===== src/rtl/vc_input_unit.sv =====
// Router input unit: per-VC circular flit buffers with head/tail packet FSMs,
// switch-allocator request generation, switch-traversal output and credit return.
module vc_input_unit #(
    parameter int  NUM_VCS      = 4,
    parameter int  NUM_OUTPORTS = 5,
    parameter int  BUF_DEPTH    = 4,
    parameter int  FLIT_WIDTH   = 32,
    localparam int VC_W         = $clog2(NUM_VCS)
) (
    input  logic                                 clk,
    input  logic                                 reset,
    input  logic                                 flit_in_valid,
    input  logic [FLIT_WIDTH-1:0]                flit_in,
    input  logic [VC_W-1:0]                      flit_in_vc,
    input  logic [NUM_OUTPORTS-1:0]              outport_ready,
    output logic [NUM_VCS-1:0][NUM_OUTPORTS-1:0] sa_requests,
    input  logic [NUM_VCS-1:0]                   sa_grant,
    output logic                                 flit_out_valid,
    output logic [FLIT_WIDTH-1:0]                flit_out,
    output logic [NUM_OUTPORTS-1:0]              flit_out_port,
    output logic                                 credit_out_valid,
    output logic [VC_W-1:0]                      credit_out_vc,
    output logic                                 overflow_err,
    output logic                                 proto_err,
    output logic                                 grant_err
);
    localparam int PTR_W  = $clog2(BUF_DEPTH);
    localparam int CNT_W  = $clog2(BUF_DEPTH + 1);
    localparam int PEND_W = CNT_W + 1;
    localparam logic [CNT_W-1:0] FULL_CNT     = CNT_W'(BUF_DEPTH);
    localparam logic [1:0]       FT_HEAD      = 2'b01;
    localparam logic [1:0]       FT_TAIL      = 2'b10;
    localparam logic [1:0]       FT_HEAD_TAIL = 2'b11;

    typedef enum logic {ST_IDLE = 1'b0, ST_ACTIVE = 1'b1} vc_state_e;

    function automatic logic is_onehot(input logic [NUM_VCS-1:0] vec);
        logic seen;
        logic multi;
        seen  = 1'b0;
        multi = 1'b0;
        for (int i = 0; i < NUM_VCS; i++) begin
            multi = multi | (seen & vec[i]);
            seen  = seen | vec[i];
        end
        return seen & ~multi;
    endfunction

    function automatic logic is_head(input logic [1:0] ftype);
        return (ftype == FT_HEAD) || (ftype == FT_HEAD_TAIL);
    endfunction

    function automatic logic is_tail(input logic [1:0] ftype);
        return (ftype == FT_TAIL) || (ftype == FT_HEAD_TAIL);
    endfunction

    vc_state_e                            state_q [NUM_VCS];
    vc_state_e                            state_d [NUM_VCS];
    logic [FLIT_WIDTH-1:0]                mem_q   [NUM_VCS][BUF_DEPTH];
    logic [NUM_VCS-1:0][PTR_W-1:0]        rd_ptr_q, rd_ptr_d, wr_ptr_q, wr_ptr_d;
    logic [NUM_VCS-1:0][CNT_W-1:0]        cnt_q, cnt_d;
    logic [NUM_VCS-1:0][NUM_OUTPORTS-1:0] route_q, route_d;
    logic [NUM_VCS-1:0][PEND_W-1:0]       pend_q, pend_d;

    logic                    flit_out_valid_q, flit_out_valid_d;
    logic [FLIT_WIDTH-1:0]   flit_out_q, flit_out_d;
    logic [NUM_OUTPORTS-1:0] flit_out_port_q, flit_out_port_d;
    logic                    credit_valid_q, credit_valid_d;
    logic [VC_W-1:0]         credit_vc_q, credit_vc_d;
    logic                    ovf_err_q, ovf_err_d;
    logic                    proto_err_q, proto_err_d;
    logic                    grant_err_q, grant_err_d;

    logic [NUM_VCS-1:0][FLIT_WIDTH-1:0]   front_s;
    logic [NUM_VCS-1:0][1:0]              ftype_s;
    logic [NUM_VCS-1:0][NUM_OUTPORTS-1:0] req_s;
    logic [NUM_VCS-1:0][PEND_W-1:0]       pend_tot_s;
    logic [NUM_VCS-1:0] empty_s, full_s, req_any_s, deq_s, drop_s, pop_s, wr_s, wr_en_s;
    logic               grant_onehot_s, ovf_hit_s, grant_bad_s;
    logic [VC_W-1:0]    gnt_vc_s;

    // Front-of-queue view of every VC buffer.
    always_comb begin
        for (int v = 0; v < NUM_VCS; v++) begin
            front_s[v] = mem_q[v][rd_ptr_q[v]];
            ftype_s[v] = front_s[v][FLIT_WIDTH-1 -: 2];
            empty_s[v] = (cnt_q[v] == {CNT_W{1'b0}});
            full_s[v]  = (cnt_q[v] == FULL_CNT);
        end
    end

    // Packet FSM state and latched route.
    always_ff @(posedge clk or negedge reset) begin
        if (!reset) begin
            for (int v = 0; v < NUM_VCS; v++) begin
                state_q[v] <= ST_IDLE;
            end
            route_q <= '0;
        end else begin
            for (int v = 0; v < NUM_VCS; v++) begin
                state_q[v] <= state_d[v];
            end
            route_q <= route_d;
        end
    end

    // Packet FSM next state: a head at the front opens the packet, its tail departing closes it.
    always_comb begin
        for (int v = 0; v < NUM_VCS; v++) begin
            state_d[v] = state_q[v];
            route_d[v] = route_q[v];
            case (state_q[v])
                ST_IDLE: begin
                    if (!empty_s[v] && is_head(ftype_s[v])) begin
                        state_d[v] = ST_ACTIVE;
                        route_d[v] = front_s[v][FLIT_WIDTH-3 -: NUM_OUTPORTS];
                    end else begin
                        state_d[v] = ST_IDLE;
                    end
                end
                ST_ACTIVE: begin
                    if (deq_s[v] && is_tail(ftype_s[v])) begin
                        state_d[v] = ST_IDLE;
                    end else begin
                        state_d[v] = ST_ACTIVE;
                    end
                end
                default: state_d[v] = ST_IDLE;
            endcase
        end
    end

    // Packet FSM outputs: allocator requests and protocol-drop pops of stray body/tail flits.
    always_comb begin
        for (int v = 0; v < NUM_VCS; v++) begin
            if ((state_q[v] == ST_ACTIVE) && !empty_s[v]) begin
                req_s[v] = route_q[v] & outport_ready;
            end else begin
                req_s[v] = '0;
            end
            req_any_s[v] = |req_s[v];
            drop_s[v]    = (state_q[v] == ST_IDLE) && !empty_s[v] && !is_head(ftype_s[v]);
        end
    end

    // Buffer bookkeeping, grant qualification, traversal output and credit selection.
    always_comb begin
        grant_onehot_s   = is_onehot(sa_grant);
        ovf_hit_s        = 1'b0;
        gnt_vc_s         = '0;
        flit_out_d       = '0;
        flit_out_port_d  = '0;
        for (int v = 0; v < NUM_VCS; v++) begin
            deq_s[v]      = grant_onehot_s & sa_grant[v] & req_any_s[v];
            pop_s[v]      = deq_s[v] | drop_s[v];
            wr_s[v]       = flit_in_valid && (flit_in_vc == VC_W'(v));
            wr_en_s[v]    = wr_s[v] & (~full_s[v] | pop_s[v]);
            ovf_hit_s     = ovf_hit_s | (wr_s[v] & ~wr_en_s[v]);
            wr_ptr_d[v]   = wr_en_s[v] ? (wr_ptr_q[v] + PTR_W'(1)) : wr_ptr_q[v];
            rd_ptr_d[v]   = pop_s[v] ? (rd_ptr_q[v] + PTR_W'(1)) : rd_ptr_q[v];
            cnt_d[v]      = cnt_q[v] + CNT_W'(wr_en_s[v]) - CNT_W'(pop_s[v]);
            flit_out_d      = flit_out_d | ({FLIT_WIDTH{deq_s[v]}} & front_s[v]);
            flit_out_port_d = flit_out_port_d | ({NUM_OUTPORTS{deq_s[v]}} & route_q[v]);
            gnt_vc_s        = gnt_vc_s | (deq_s[v] ? VC_W'(v) : {VC_W{1'b0}});
            pend_tot_s[v]   = pend_q[v] + PEND_W'(drop_s[v]);
            pend_d[v]       = pend_tot_s[v];
        end
        flit_out_valid_d = |deq_s;
        grant_bad_s      = (sa_grant != '0) && (!grant_onehot_s || ((sa_grant & req_any_s) == '0));

        // Grant credits win; drop credits wait in per-VC counters, lowest VC first.
        if (flit_out_valid_d) begin
            credit_valid_d = 1'b1;
            credit_vc_d    = gnt_vc_s;
        end else begin
            credit_valid_d = 1'b0;
            credit_vc_d    = '0;
            for (int v = 0; v < NUM_VCS; v++) begin
                if (!credit_valid_d && (pend_tot_s[v] != {PEND_W{1'b0}})) begin
                    credit_valid_d = 1'b1;
                    credit_vc_d    = VC_W'(v);
                    pend_d[v]      = pend_tot_s[v] - PEND_W'(1);
                end else begin
                    pend_d[v]      = pend_tot_s[v];
                end
            end
        end

        ovf_err_d   = ovf_err_q | ovf_hit_s;
        proto_err_d = proto_err_q | (|drop_s);
        grant_err_d = grant_err_q | grant_bad_s;
    end

    // Pointers, occupancy, pending drop credits and registered outputs.
    always_ff @(posedge clk or negedge reset) begin
        if (!reset) begin
            rd_ptr_q         <= '0;
            wr_ptr_q         <= '0;
            cnt_q            <= '0;
            pend_q           <= '0;
            flit_out_valid_q <= 1'b0;
            flit_out_q       <= '0;
            flit_out_port_q  <= '0;
            credit_valid_q   <= 1'b0;
            credit_vc_q      <= '0;
            ovf_err_q        <= 1'b0;
            proto_err_q      <= 1'b0;
            grant_err_q      <= 1'b0;
        end else begin
            rd_ptr_q         <= rd_ptr_d;
            wr_ptr_q         <= wr_ptr_d;
            cnt_q            <= cnt_d;
            pend_q           <= pend_d;
            flit_out_valid_q <= flit_out_valid_d;
            flit_out_q       <= flit_out_d;
            flit_out_port_q  <= flit_out_port_d;
            credit_valid_q   <= credit_valid_d;
            credit_vc_q      <= credit_vc_d;
            ovf_err_q        <= ovf_err_d;
            proto_err_q      <= proto_err_d;
            grant_err_q      <= grant_err_d;
        end
    end

    // Flit storage.
    always_ff @(posedge clk or negedge reset) begin
        if (!reset) begin
            for (int v = 0; v < NUM_VCS; v++) begin
                for (int d = 0; d < BUF_DEPTH; d++) begin
                    mem_q[v][d] <= '0;
                end
            end
        end else begin
            for (int v = 0; v < NUM_VCS; v++) begin
                if (wr_en_s[v]) begin
                    mem_q[v][wr_ptr_q[v]] <= flit_in;
                end
            end
        end
    end

    assign sa_requests      = req_s;
    assign flit_out_valid   = flit_out_valid_q;
    assign flit_out         = flit_out_q;
    assign flit_out_port    = flit_out_port_q;
    assign credit_out_valid = credit_valid_q;
    assign credit_out_vc    = credit_vc_q;
    assign overflow_err     = ovf_err_q;
    assign proto_err        = proto_err_q;
    assign grant_err        = grant_err_q;

endmodule


===== config.mk =====
export PLATFORM = sky130hd
export DESIGN_NAME = vc_input_unit
export DESIGN_NICKNAME = d
export VERILOG_FILES = /design/src/rtl/vc_input_unit.sv
export SDC_FILE = /design/constraint.sdc
export NUM_CORES = 1
export LEC_CHECK = 0
export CAP_MARGIN = 10
export CORE_ASPECT_RATIO = 0.9
export CORE_UTILIZATION = 25
export CTS_CLUSTER_DIAMETER = 30
export DETAILED_ROUTE_END_ITERATION = 12
export PLACE_DENSITY_LB_ADDON = 0.15
export SLEW_MARGIN = 20
export SYNTH_ARGS = -nofsm -noshare
export SYNTH_HDL_FRONTEND = slang
export SYNTH_SLANG_ARGS = --single-unit

===== constraint.sdc =====
create_clock -name clk -period 10.2 [get_ports clk]
set_input_delay 2.04 -clock clk [delete_from_list [all_inputs] [get_ports clk]]
set_output_delay 2.04 -clock clk [all_outputs]
set_load 0.02 [all_outputs]

Word-level counts from Yosys, hierarchy flattened
Cells that the tools add are included.
- add/subtract/negate cells: 24
- bitwise gates (word level): 81
- $lt $le $gt $ge: 12
- mux-type cells: 60
- equality and inequality tests: 19
- reduce and logical (&&, ||, !) cells: 74
- operators by type and width (cell ; number):
    $bwmux W128 ; 4
    $mux W32 ; 12
    $bmux W32 S2 ; 4
    $demux W32 S2 ; 4
    $and A32 B32 Y32 ; 4
    $or A32 B32 Y32 ; 3
    $and A5 B5 Y5 ; 8
    $logic_and A1 B1 Y1 ; 32
    $ge A3 B3 Y1 const B ; 8
    $not A2 Y3 ; 8
    $and A1 B1 Y1 ; 20
    $eq A2 B2 Y1 const B ; 10
    $mux W5 ; 4
    $reduce_bool A4 Y1 ; 5
    $reduce_or A5 Y1 ; 4
    $or A1 B1 Y1 ; 19
    $mux W1 ; 18
    $add A2 B1 Y2 const B ; 8
    $add A4 B1 Y4 ; 4
    $mux W16 ; 1
    $mux W4 ; 4
    $sub A4 B1 Y4 const B ; 4
    $or A5 B5 Y5 ; 3
    $not A1 Y1 ; 13
    17 further kinds ; 66
- register bits: 624
- output and inout port bits: 64
- input port bits: 46

Longest topological paths before layout
Gate-level depths: netlist (run 1).
- word-level depth: 24
- gate-level depth with buffers: 14
- depth with buffers taken out: 12

Worst setup path before layout (run 1)
No wires, ideal clock.
- path kind: input-to-output
- start point: input outport_ready[3]
- end point: output sa_requests[13] in the netlist's numbering
- arrival time: 2607 ps
- cell stages on the path: 3
- slack: 5553 ps
- data required time: 8160 ps
- cells stage by stage: clkbuf_1 > nand2_1 > nor2_1
- RTL lines (what ; RTL line ; RTL):
    start, declared ; 15 ; input logic [NUM_OUTPORTS-1:0] outport_ready,
    end, declared ; 16 ; output logic [NUM_VCS-1:0][NUM_OUTPORTS-1:0] sa_requests,

==> results of run 1 <==
[placed cells by master, fill, tap and decap left out, types with 27 or more instances in the layout]
master,Yosys,final
sky130_fd_sc_hd__inv_1,36,36
sky130_fd_sc_hd__clkbuf_16,0,178
sky130_fd_sc_hd__clkinv_2,0,42
sky130_fd_sc_hd__a22oi_1,80,80
sky130_fd_sc_hd__mux2_2,147,147
sky130_fd_sc_hd__xnor2_1,28,28
sky130_fd_sc_hd__nor2_1,27,27
sky130_fd_sc_hd__dfrtp_1,624,616
sky130_fd_sc_hd__mux2_1,146,146
sky130_fd_sc_hd__nand2_1,86,86
sky130_fd_sc_hd__mux4_2,128,128
sky130_fd_sc_hd__mux2_4,240,240
sky130_fd_sc_hd__ha_1,36,36
sky130_fd_sc_hd__clkdlybuf4s50_1,0,108
[flip-flops by register name (all words and copies together) (netlist names), 2 cells and up]
name / flops
route_q: 20
state_q: 4
rd_ptr_q: 8
credit_out_vc: 2
flit_out: 32
cnt_q: 12
mem_q: 512
flit_out_port: 5
wr_ptr_q: 8
pend_q: 16
[cells by family (layout without fill, tap and decap cells)]
kind of cell	Yosys count	after routing	share of synthesized area [%]
AOI/OAI and AO/OA	113	113	3.08
xor gates and xnor gates	37	37	1.09
adders and majority gates	40	40	1.79
muxes	666	666	33.2
buffers and inverters	187	498	4.87
other	0	3	0
and+or+nand+nor	194	194	3.36
DFF	624	624	52.6
[metrics by stage]
step	std cells	total power [mW]	area [um2]	hold slack [ps]	utilization (%)
floorplan	1861	5.73	29700	452	-
global placement	3419	6.15	31800	461	27.1
detailed placement	3419	6.28	31800	469	27.1
CTS	3745	12.1	38000	478	32.4
global route	3745	12.5	38000	491	32.4
finish	3748	11.9	38000	476	32.4
[critical path, stage by stage]
cell and delay [ps]:
sky130_fd_sc_hd__clkdlybuf4s50_1 660, sky130_fd_sc_hd__nand2_1 100, sky130_fd_sc_hd__nor2_1 110, sky130_fd_sc_hd__clkdlybuf4s50_1 620
[cell type report]
type | count | area (um2)
multi-input cells | 1050 | 12700
inverters | 37 | 139
clock inverters | 102 | 1370
repair buffers | 135 | 1330
clock buffers | 224 | 4880
well taps | 1573 | 1970
fillers | 11400 | 79300
diodes | 3 | 7.51
flip-flops and latches | 624 | 15600
[power by group through the flow]
stage | sequential [mW] | combinational [mW] | clock [mW]
6_report | 4.07 | 2.16 | 5.67
5_1_grt | 4.20 | 2.35 | 5.93
4_1_cts | 4.07 | 2.21 | 5.79
3_5_place_dp | 4.08 | 2.20 | 0
3_3_place_gp | 4.02 | 2.13 | 0
2_1_floorplan | 3.90 | 1.83 | 0
[metal layers]
| layer | vias up | GRT usage [%] | wire length [um] |
|---|---|---|---|
| met5 | - | 0 | 41 |
| met4 | 6 | 5.39 | 2300 |
| met3 | 185 | 3.58 | 3710 |
| met2 | 367 | 23.8 | 42000 |
| met1 | 9183 | 20.0 | 40000 |
| li1 | 7215 | - | - |
[path summary, 6_finish.rpt]
| check | cells past startpoint | end | startpoint |
|---|---|---|---|
| setup / recovery | 4 | sa_requests[18] | outport_ready[3] |
| hold / removal | 1 | mem_q[171] | mem_q[171] |
| setup reg to reg | 12 | pend_q[13] | rd_ptr_q[2] |
| hold reg to reg | 1 | mem_q[171] | mem_q[171] |
| max in group asynchronous | 3 | mem_q[94] | reset |
| min in group asynchronous | 1 | flit_out_valid | reset |
==> impl_results.md, run 1 <==
* Clk sinks at 624
* Post-Synthesis Cell Area at 0.0297 mm2
* Worst slack at placement at 4650 ps
* Fraction of the cycle the final worst path needs at 54.6%
* Most used flip-flop cell after synthesis: sky130_fd_sc_hd__dfrtp_1
* Worst Skew at 26.3 ps
* Maximum vdd ir drop at 129 uV
* Library cell used as clock root buffer: sky130_fd_sc_hd__clkbuf_16
* Area of the core region at 0.117 mm2
* Status: finished clean
* ANT nets after route at 0
* RSZ-0062 raised after global routing: false
* Clock power frac at 47.6%
* Clock H-tree levels at 4
* Ports placed on the boundary at 110
* Most used standard cell by instance count after synthesis: sky130_fd_sc_hd__dfrtp_1
* Synth Register Bits at 624
* Post-route DRC at 0
* Drt initial violations at 878
* Portion of total power attributed to combinational logic at 18.2%
* Setup WS post-layout at 4630 ps
* Vertical extent of the die at 329 um
* Required arrival time at the worst endpoint at 8160 ps
* Global-route usage over all layers at 15.1%
* Number of core rows at 119
* Share of Yosys cell area claimed by the top area cell type at 52.6%
* Maximum fanout count along the critical path at 8
* Async S/R FF share, synth at 100%
* CTS tree: built
* YS warnings at 0
* Dpl hpwl at 44900 um
* Slew headroom at 29.3%
* Clock period minus worst slack at 5570 ps
* Number of antenna violations at the first check in global routing at 4
* Internal power contribution at 8.96 mW
* Number of setup buffers added after CTS at 0
* Average wire per cell in the routed design at 23.5 um
* Maximum number of pins on one net before global-route repair at 165
* Skew-Pair Late Insertion Delay at 730 ps
* Leakage at 16.5 nW
* Routability congestion estimate at 0.729
* Overflow after GRT at 0
* Per-cell via count in the routed design at 4.52
* Gate Count Post-Synth at 1861
* Total number of vias at 17000
* Post-synth EDFFs at 0
* Switching part of the total at 24.7%
* Worst reg2reg setup slack at 5520 ps
* Transition at the pin with the smallest max-transition slack at 1060 ps
* Flop pwr share at 34.2%
* Proportion of synthesized chip area in sequential cells at 52.6%
* Avg Synthesized Cell Area at 15.9 um2
* Final setup violation count at 0
* Max-cap violations at 0
* Share of final-layout standard cells stronger than drive strength 1 at 41.1%
* Total negative slack at 0 ps
* Total nets after synthesis at 1947
* P per Cell Area at 313 mW/mm2
* Critical path start-end classification: input port to output pin
* Resized Gates After CTS at 0
* Synth cell types at 55
* Clock transition at the register clock pins on the worst setup and hold paths after CTS at 40 ps
* First-pass iteration count of the detailed router at 5
* Dominant cell type by area after synthesis: sky130_fd_sc_hd__dfrtp_1
* Via count of the first global-routing pass at 18900
* Worst Hold Class: register to register
* Starting Density at 25.3%
* Detailed-route wire length at 88000 um
* Net Sw Power at 2.93 mW
* Count of input and output buffers at 109
* Area growth from synthesis to layout at 28.2%
* Wire length of the first global-routing pass at 131000 um
* Max clock buf depth at 3
* Crit path launch type: input port
* Endpoint arrival time on the critical path at 3530 ps
* DIE AREA at 0.120 mm2
* Final-report hold violation count at 0
* Final #Nets at 2110
* FMAX at 180 MHz
* Post-cts hold buffer count at 0
* CP Capture Type: output pin
* Num CTS Buffers at 176
* Cell types with the largest area share after synthesis: sky130_fd_sc_hd__dfrtp_1 53%, sky130_fd_sc_hd__mux2_4 12%, sky130_fd_sc_hd__mux4_2 9.7%, sky130_fd_sc_hd__mux2_2 5.6%, sky130_fd_sc_hd__mux2_1 5.5%
* Max Transition Viols Final at 0
* Commonest cells in the synthesized netlist: 624 x sky130_fd_sc_hd__dfrtp_1, 240 x sky130_fd_sc_hd__mux2_4, 147 x sky130_fd_sc_hd__mux2_2
* Die boundary width at 365 um
Power figures use the tool's default switching activity.
==> run 2, diff against run 1 <==
Clock period 10.2 ns to 4.84 ns, I/O delays scaled along.
==> impl_results.md, run 2 (same netlist as run 1, synthesis figures left out) <==
* P per Cell Area at 641 mW/mm2 (+100%)
* Global-route usage over all layers at 14.4% (-0.72 points)
* Internal power contribution at 18.3 mW (+100%)
* Share of final-layout standard cells stronger than drive strength 1 at 40.5% (-0.56 points)
* Number of antenna violations at the first check in global routing at 3 (-1)
* CTS tree: built
* Number of setup buffers added after CTS at 0 (unchanged)
* Net Sw Power at 5.95 mW (+100%)
* ANT nets after route at 0 (unchanged)
* Final #Nets at 2112 (+0.095%)
* Area of the core region at 0.117 mm2 (unchanged)
* Max Transition Viols Final at 0 (unchanged)
* FMAX at 242 MHz
* Ports placed on the boundary at 110 (unchanged)
* Flop pwr share at 35.4% (+1.2 points)
* Worst Hold Class: input port to async pin
* Number of core rows at 119 (unchanged)
* Per-cell via count in the routed design at 4.48 (-0.97%)
* Status: finished clean
* RSZ-0062 raised after global routing: false
* Worst hold slack at 69.2 ps (-407 ps)
* Num CTS Buffers at 158 (-10%)
* Clock power frac at 45.8% (-1.8 points)
* Post-route DRC at 0 (unchanged)
* Clk sinks at 624 (unchanged)
* Portion of total power attributed to combinational logic at 18.8% (+0.6 points)
* Starting Density at 25.3% (unchanged)
* Vertical extent of the die at 329 um (unchanged)
* Maximum fanout count along the critical path at 6 (-2)
* Routability congestion estimate at 0.749 (+2.7%)
* Leading cell type in the layout, fill and taps excluded: sky130_fd_sc_hd__dfrtp_1
* Max clock buf depth at 3 (unchanged)
* Required arrival time at the worst endpoint at 5450 ps (-2710 ps)
* Switching part of the total at 24.5% (-0.11 points)
* Leakage at 16.4 nW (-0.60%)
* Dpl hpwl at 48800 um (+8.7%)
* Area growth from synthesis to layout at 27.5%
* Worst Skew at 23.6 ps (-2.69 ps)
* Die boundary width at 365 um (unchanged)
* Top register by number of flip-flops: mem_q
* Maximum number of pins on one net before global-route repair at 166 (+0.61%)
* Total negative slack at 0 ps (unchanged)
* Transition at the pin with the smallest max-transition slack at 1090 ps (+32.2 ps)
* DIE AREA at 0.120 mm2 (unchanged)
* Wire length of the first global-routing pass at 127000 um (-3.5%)
* Max-cap violations at 0 (unchanged)
* Detailed-route wire length at 83300 um (-5.4%)
* Slew headroom at 27.1% (-2.1 points)
* Count of input and output buffers at 109 (unchanged)
* Final setup violation count at 0 (unchanged)
* Via count of the first global-routing pass at 18800 (-0.22%)
* Diodes inserted at 0 (-3)
* Final cell area excluding filler cells at 0.0378 mm2 (-0.50%)
* Endpoint arrival time on the critical path at 4730 ps (+1200 ps)
* Clock H-tree levels at 4 (unchanged)
* Average wire per cell in the routed design at 22.3 um (-5.0%)
* Worst reg2reg setup slack at 720 ps (-4800 ps)
* Critical path start-end classification: register to register
* Resized Gates After CTS at 0 (unchanged)
* Final-report hold violation count at 0 (unchanged)
* First-pass iteration count of the detailed router at 4 (-1)
* Drt initial violations at 867 (-1.3%)
* Setup WS post-layout at 716 ps (-3920 ps)
* Largest register FFs at 512 (unchanged)
* Number of cells on the worst reg-to-reg path at 12 (unchanged)
* Worst slack at placement at 583 ps (-4070 ps)
* Overflow after GRT at 0 (unchanged)
* Crit path launch type: register
* Total number of vias at 16700 (-1.4%)
* CP Capture Type: register
* Standard cell area after detailed placement at 0.0321 mm2 (+1.1%)
* Post-cts hold buffer count at 0 (unchanged)
* Clock period minus worst slack at 4120 ps
* Fraction of the cycle the final worst path needs at 85.2%
* Clock transition at the register clock pins on the worst setup and hold paths after CTS at 50 ps (about the same)
* Skew-Pair Late Insertion Delay at 740 ps (about the same)
* Maximum vdd ir drop at 242 uV (+88%)
* Library cell used as clock root buffer: sky130_fd_sc_hd__clkbuf_16
* Most used cells in the layout excluding fill and tap cells: 616 x sky130_fd_sc_hd__dfrtp_1, 240 x sky130_fd_sc_hd__mux2_4, 158 x sky130_fd_sc_hd__clkbuf_16, 147 x sky130_fd_sc_hd__mux2_2, 146 x sky130_fd_sc_hd__mux2_1
==> run 2: cell count changes in the layout (fill, tap and decap cells not counted), sizes merged <==
cell	before	now
clkinvlp	15	6
diode	3	0
clkinv	56	36
inv	44	45
clkbuf	224	222
buf	27	47
bufinv	24	22
==> run 2: routing by layer <==
layer / vias up / part of all wire, % / global-route usage (%)
li1: 7212 / - / -
met1: 9019 / 46 / 19.3
met2: 314 / 47 / 22.1
met3: 174 / 4.3 / 3.35
met4: 6 / 2.9 / 5.99
met5: - / 0.050 / 0
==> run 2: power groups by stage <==
| stage | clock (mW) | combinational (mW) | sequential, mW |
|---|---|---|---|
| 2_1_floorplan | 0 | 3.86 | 8.21 |
| 3_3_place_gp | 0 | 4.49 | 8.50 |
| 3_5_place_dp | 0 | 4.62 | 8.63 |
| 4_1_cts | 11.4 | 4.64 | 8.60 |
| 5_1_grt | 11.7 | 4.95 | 8.88 |
| 6_report | 11.1 | 4.56 | 8.58 |
==> run 2: path summary, 6_finish.rpt <==
| path | startpoint | endpoint |
|---|---|---|
| max | rd_ptr_q[0] | pend_q[12] |
| min | reset | route_q[4] |
| max reg2reg | rd_ptr_q[0] | pend_q[12] |
| min reg2reg | mem_q[173] | mem_q[173] |
| max in group asynchronous | reset | mem_q[489] |
| min in group clk | mem_q[173] | mem_q[173] |
==> run 2: stage by stage <==
stage               std cells  power (mW)  util, %
finish                   3733        24.2     32.2
global route             3733        25.5     32.2
CTS                      3733        24.6     32.2
detailed placement       3439        13.3     27.4
global placement         3439        13.0     27.4
floorplan                1861        12.1        -
==> run 2: layout make-up <==
cell class	count	area [um2]
Fill cell	11500	79500
Sequential cell	624	15600
Multi-Input combinational cell	1050	12700
Clock buffer	222	4570
Tap cell	1573	1970
Timing Repair Buffer	155	1690
Clock inverter	72	1130
Inverter	37	139
==> run 2: critical path, cell delays in order, from the launching register on <==
cell and delay [ps]:
sky130_fd_sc_hd__dfrtp_4 410, sky130_fd_sc_hd__mux4_2 570, sky130_fd_sc_hd__or3_4 390, sky130_fd_sc_hd__inv_1 70, sky130_fd_sc_hd__ha_1 190, sky130_fd_sc_hd__ha_1 250, sky130_fd_sc_hd__inv_1 80, sky130_fd_sc_hd__ha_1 210
sky130_fd_sc_hd__or4b_2 600, sky130_fd_sc_hd__o31ai_1 200, sky130_fd_sc_hd__nor2b_1 480, sky130_fd_sc_hd__nand3_1 330, sky130_fd_sc_hd__xnor2_1 210
